$ cat config.mk
export PLATFORM = sky130hd
export DESIGN_NAME = gp_dff_bank_arbiter
export DESIGN_NICKNAME = d
export VERILOG_FILES = /design/src/rtl/gp_dff_bank_arbiter_pkg.sv /design/src/rtl/gp_dff_bank_arbiter_dffr.sv /design/src/rtl/gp_dff_bank_arbiter_rr_pick.sv /design/src/rtl/gp_dff_bank_arbiter.sv
export SDC_FILE = /design/constraint.sdc
export NUM_CORES = 1
export LEC_CHECK = 0
export BUFFER_PORTS_ARGS = -buffer_cell sky130_fd_sc_hd__buf_2
export CAP_MARGIN = 25
export CORE_AREA = 8 8 75 64
export DETAILED_ROUTE_END_ITERATION = 10
export DIE_AREA = 0 0 83 72
export GPL_TIMING_DRIVEN = 0
export MAX_ROUTING_LAYER = met4
export PLACE_DENSITY = 0.72
export SLEW_MARGIN = 40
export SYNTH_ARGS = -nofsm -noshare
export SYNTH_HDL_FRONTEND = slang
export SYNTH_SLANG_ARGS = --single-unit
$ cat constraint.sdc
create_clock -name clk -period 2.2 [get_ports clk]
set_input_delay 0.44 -clock clk [delete_from_list [all_inputs] [get_ports clk]]
set_output_delay 0.44 -clock clk [all_outputs]
set_load 0.01 [all_outputs]
$ cat src/rtl/gp_dff_bank_arbiter_pkg.sv
// Shared types for the flop-bank arbiter: FSM state encoding, counter width, clog2 helper.
package gp_dff_bank_arbiter_pkg;

    typedef enum logic [1:0] {
        ST_IDLE  = 2'd0,
        ST_GRANT = 2'd1,
        ST_WRITE = 2'd2,
        ST_COOL  = 2'd3
    } arb_state_t;

    localparam int CNT_W = 4;

    function automatic int gp_clog2(input int n);
        int r;
        r = 0;
        for (int i = 0; i < 31; i++) begin
            if ((1 << i) < n) r = i + 1;
        end
        return r;
    endfunction

endpackage

$ cat src/rtl/gp_dff_bank_arbiter_dffr.sv
// Behavioural stand-in for the GreenPAK4 GP_DFFR cell: D flop with async active-low reset to 0.
module GP_DFFR (
    input  logic D,
    input  logic CLK,
    input  logic nRST,
    output logic Q
);

    always_ff @(posedge CLK or negedge nRST) begin
        if (!nRST) Q <= 1'b0;
        else       Q <= D;
    end

endmodule

$ cat src/rtl/gp_dff_bank_arbiter_rr_pick.sv
// Combinational round-robin picker: first set request at or after ptr, wrapping NREQ-1 -> 0.
module gp_rr_pick
    import gp_dff_bank_arbiter_pkg::*;
#(
    parameter int NREQ = 4,
    parameter int PW   = gp_clog2(NREQ)
) (
    input  logic [NREQ-1:0] req,
    input  logic [PW-1:0]   ptr,
    output logic [NREQ-1:0] onehot,
    output logic [PW-1:0]   idx,
    output logic            any
);

    // Walk offsets from farthest to nearest so the nearest match wins.
    always_comb begin
        int j;
        j      = 0;
        onehot = '0;
        idx    = '0;
        any    = |req;
        for (int k = NREQ - 1; k >= 0; k--) begin
            j = int'(ptr) + k;
            if (j >= NREQ) j = j - NREQ;
            if (req[j]) idx = PW'(j);
        end
        if (any) onehot[idx] = 1'b1;
    end

endmodule

$ cat src/rtl/gp_dff_bank_arbiter.sv
// Round-robin owner of a shared GP_DFFR holding bank: grant -> write -> cooldown.
// Optional grant watchdog enabled by defining GP_ARB_TIMEOUT_EN.
//
//  state    | meaning
//  ST_IDLE  | no owner; pick next requester from rr pointer
//  ST_GRANT | one requester owns the bank, waiting for its write strobe
//  ST_WRITE | bank just loaded; ack pulse, release grant
//  ST_COOL  | GAP-cycle quiet period, all requests ignored
module gp_dff_bank_arbiter
    import gp_dff_bank_arbiter_pkg::*;
#(
    parameter int NREQ    = 4,
    parameter int WIDTH   = 8,
    parameter int GAP     = 2,
    parameter int TIMEOUT = 7
) (
    input  logic                  clk,
    input  logic                  clr,
    input  logic [NREQ-1:0]       req,
    input  logic [NREQ-1:0]       wvalid,
    input  logic [NREQ*WIDTH-1:0] wdata,
    output logic [NREQ-1:0]       gnt,
    output logic                  ack,
    output logic                  busy,
    output logic                  err,
    output logic [WIDTH-1:0]      q
);

    localparam int               PW        = gp_clog2(NREQ);
    localparam logic [CNT_W-1:0] COOL_LOAD = (GAP == 0) ? '0 : CNT_W'(GAP - 1);
    localparam arb_state_t       ST_DONE   = (GAP == 0) ? ST_IDLE : ST_COOL;
`ifdef GP_ARB_TIMEOUT_EN
    localparam logic [CNT_W-1:0] WD_LOAD   = CNT_W'(TIMEOUT - 1);
`endif

    arb_state_t       state, state_n;
    logic [PW-1:0]    ptr, win, ptr_adv, pick_idx;
    logic [NREQ-1:0]  pick_oh;
    logic             pick_any, load, drop, wd_fire, err_q, clr_b;
    logic [CNT_W-1:0] cnt;
    logic [WIDTH-1:0] bank_d;

    gp_rr_pick #(.NREQ(NREQ), .PW(PW)) u_pick (
        .req    (req),
        .ptr    (ptr),
        .onehot (pick_oh),
        .idx    (pick_idx),
        .any    (pick_any)
    );

    assign ptr_adv = (win == PW'(NREQ - 1)) ? '0 : win + 1'b1;
    assign load    = (state == ST_GRANT) && req[win] && wvalid[win];
    assign drop    = (state == ST_GRANT) && !req[win];

`ifdef GP_ARB_TIMEOUT_EN
    assign wd_fire = (state == ST_GRANT) && !load && !drop && (cnt == '0);
`else
    assign wd_fire = 1'b0;
`endif

    always_ff @(posedge clk or posedge clr) begin
        if (clr) begin
            state <= ST_IDLE;
            gnt   <= '0;
            ptr   <= '0;
            win   <= '0;
            cnt   <= '0;
            err_q <= 1'b0;
        end else begin
            state <= state_n;
            err_q <= wd_fire;
            case (state)
                ST_IDLE: if (pick_any) begin
                    win <= pick_idx;
                    gnt <= pick_oh;
`ifdef GP_ARB_TIMEOUT_EN
                    cnt <= WD_LOAD;
`endif
                end
                ST_GRANT: if (drop || wd_fire) begin
                    // Abort advances the pointer too, so a flapping requester cannot starve others.
                    gnt <= '0;
                    ptr <= ptr_adv;
                    cnt <= COOL_LOAD;
                end
`ifdef GP_ARB_TIMEOUT_EN
                else if (!load) cnt <= cnt - 1'b1;
`endif
                ST_WRITE: begin
                    gnt <= '0;
                    ptr <= ptr_adv;
                    cnt <= COOL_LOAD;
                end
                ST_COOL: if (cnt != '0) cnt <= cnt - 1'b1;
                default: ;
            endcase
        end
    end

    always_comb begin
        state_n = state;
        case (state)
            ST_IDLE:  if (pick_any) state_n = ST_GRANT;
            ST_GRANT: begin
                if (load)                  state_n = ST_WRITE;
                else if (drop || wd_fire)  state_n = ST_DONE;
            end
            ST_WRITE: state_n = ST_DONE;
            ST_COOL:  if (cnt == '0) state_n = ST_IDLE;
            default:  state_n = ST_IDLE;
        endcase
    end

    always_comb begin
        ack  = (state == ST_WRITE);
        busy = (state != ST_IDLE);
    end

    assign err = err_q;

    // Bank loads on the GRANT->WRITE edge so q is valid in the same cycle as ack.
    assign bank_d = load ? wdata[win*WIDTH +: WIDTH] : q;
    assign clr_b  = ~clr;

    for (genvar i = 0; i < WIDTH; i++) begin : g_bank
        GP_DFFR u_ff (
            .D    (bank_d[i]),
            .CLK  (clk),
            .nRST (clr_b),
            .Q    (q[i])
        );
    end

endmodule
==> metrics.txt <==
fin crit share 82.05%; Final Hold Viols 0; PwrDens 1352 nW/µm²; TritonCTS clock tree yes; Vias per Instance 5.408; Netlist cell types 43; diode count 0; Hold Slack 0.1790 ns; largest family of logic cells by synthesized area multiplexers; initial core utilization 42.79%; post-layout util 53.41%; Setup CP Type register to register; count of input and output buffers 55; Die H 72 µm; total core area 3628 µm²; Setup crit end kind register; max cap viols 0; worst path required time 2.35 ns; Clock Pin Slew Worst Setup and Hold Paths 0.09 ns; cts repair resizes 0; met3 Use GR 3.579%; complex-gate fraction of the synthesized area 13.94%; Die Area 5976 µm²; r2r setup slk 0.39 ns; synth warn 0; ys flop type dfrtp_1; worst-path maximum fanout 10; I/O Pins 57; drt first-iter violations 58; initial antenna violation count 0; gr ovfl total 0; Synth Area in XOR/XNOR 0%; Fill cells 349; Max clock buf depth 2; number of synthesized flops with an enable pin 0; drt pass-1 iters 4; highest clock rate 554.0 MHz; largest net degree at the start of global routing 23; GR met1 Demand/Resource 14.65%; global-route wire length before repair 6486 µm; Async S/R FF share, synth 100.0%; Worst slew margin 64.59%; top cell type's share of synthesized area 35.46%; P&R area growth vs syn 24.82%; routed wire length 3850 µm; # rows 20; Startpoint Class register; DP HPWL 3129 µm; DR WL/cell 16.18 µm; most used routing layer in global routing met2; Lkg Pwr 0.9767 nW; Period minus WS final 1.805 ns; Final setup viols 0; Residual DRC 0; final instance area 1938 µm²; Syn Inst Count 135; Tot GR Track Use 13.24%; number of global-route vias before repair 1373; die width 83 µm; final net count 244; met2 Use GR 22.76%; Clock Skew 0.004313 ns; Post-Synth Simple-Gate Area 11.44%; via count 1287; TritonCTS Buffers 3; dpl cell area 1883 µm²; Yosys reg bits 22; Slew Limit Fails 0; post-synth net total 184; Seq/Total Area, Yosys 35.46%; Least-Margin Pin Slew 0.5263 ns; Peak VDD IR 0.4534 mV; Synth Cell Area 1553 µm²; setup TNS 0 ns; hold_buf cts 0; most frequent cells in the layout buf_2 (57), dfrtp_1 (22), inv_1 (9), mux4_2 (9), buf_4 (9); RSZ-0062 raised after global routing false; Reg-to-Reg Start state[1]$_DFFE_PP0P_; clock latency on the worst-skew pair 0.27 ns; most common cell after layout, fill and taps aside buf_2; Syn Area/Cell 11.50 µm²; mux cell area share after synthesis 24.90%; share of post-route cells with drive strength above 1 48.45%; status finished clean; CTS Sinks 22; ranking of synthesized cells by area dfrtp_1 (35%), mux4_2 (13%), mux2_4 (7.7%); reg-to-reg endpoint g_bank[6].u_ff.Q$_DFFE_PP0P_; min-delay worst type primary input to async pin; Routed Antenna Nets 0; top cell type by total area after synthesis dfrtp_1; postcts setup bufs 0; CP arrival 1.96 ns; FF-to-FF path depth 7; CTS root buffer clkbuf_8; adder-cell share of the synthesized area 5.641%; H-tree depth 1; RePlAce Congestion 0.8152
[metal layers]
layer	part of all wire [%]	up-vias
met5	0	-
met4	1.5	0
met3	6.2	4
met2	51	44
met1	41	624
li1	-	615
[flip-flops by register name, indices dropped and copies added, names as in the netlist]
| signal | count |
|---|---|
| g_bank.u_ff.Q | 8 |
| cnt | 4 |
| gnt | 4 |
| ptr | 2 |
| state | 2 |
| win | 2 |
[critical path, stage by stage (launching register included)]
cell,delay [ns]
dfrtp_1,0.42
inv_1,0.12
ha_1,0.22
nand2_1,0.09
o22ai_1,0.23
buf_6,0.20
nand2_8,0.10
mux2_4,0.32
[worst max-delay path by stage]
stage	to	slack [ns]	cells past startpoint	start
5_1_grt	state[0]$_DFFE_PP0P_	0.23	7	cnt[0]$_DFFE_PP0P_
4_1_cts	g_bank[6].u_ff.Q$_DFFE_PP0P_	0.38	3	win[0]$_DFFE_PP0P_
6_report	g_bank[6].u_ff.Q$_DFFE_PP0P_	0.39	7	state[1]$_DFFE_PP0P_
2_1_floorplan	state[0]$_DFFE_PP0P_	0.56	7	cnt[0]$_DFFE_PP0P_
3_5_place_dp	g_bank[6].u_ff.Q$_DFFE_PP0P_	0.39	3	win[0]$_DFFE_PP0P_
3_3_place_gp	state[0]$_DFFE_PP0P_	0.44	7	cnt[0]$_DFFE_PP0P_
[Yosys cell counts, types with 3 or more instances]
cell / n
a22o_1: 3
buf_4: 9
dfrtp_1: 22
ha_1: 7
inv_1: 10
mux2_4: 8
mux2i_1: 3
mux4_2: 9
nand2_1: 5
nand2b_1: 4
nor2_1: 4
o21ai_0: 6
o22ai_1: 5
o31ai_1: 3
[layout make-up]
class / instances / area, µm² / area share [%]
Sequential cell: 22 / 550.5 / 28.41
Multi-Input combinational cell: 90 / 872.1 / 45.00
Tap cell: 44 / 55.05 / 2.841
Clock buffer: 4 / 55.05 / 2.841
Inverter: 10 / 37.54 / 1.937
Timing Repair Buffer: 55 / 275.3 / 14.20
Buffer: 13 / 92.59 / 4.777
[power breakdown]
part / switching (W) / total (W) / internal (W)
Sequential: 0.000141 / 0.000726 / 0.000585
Clock: 0.000140 / 0.000300 / 0.000160
Combinational: 0.000754 / 0.00159 / 0.000841
Total: 0.00104 / 0.00262 / 0.00158
[kinds of logic after synthesis]
kind of cell    Yosys count
compound gates           31
simple gates             28
buf+inv                  23
mux                      23
flops                    22
fa+ha+maj                 7
other cells               1
[per-stage QoR]
step                      cells  total power (W)  setup WS [ns]
after floorplan             135         0.001941         0.5607
after global placement      234         0.002305         0.4391
after detailed placement    234         0.002345         0.3918
after CTS                   238         0.002648         0.3774
after global routing        238         0.002838         0.2301
final                       238         0.002620         0.3948
Power figures use the tool's default switching activity.
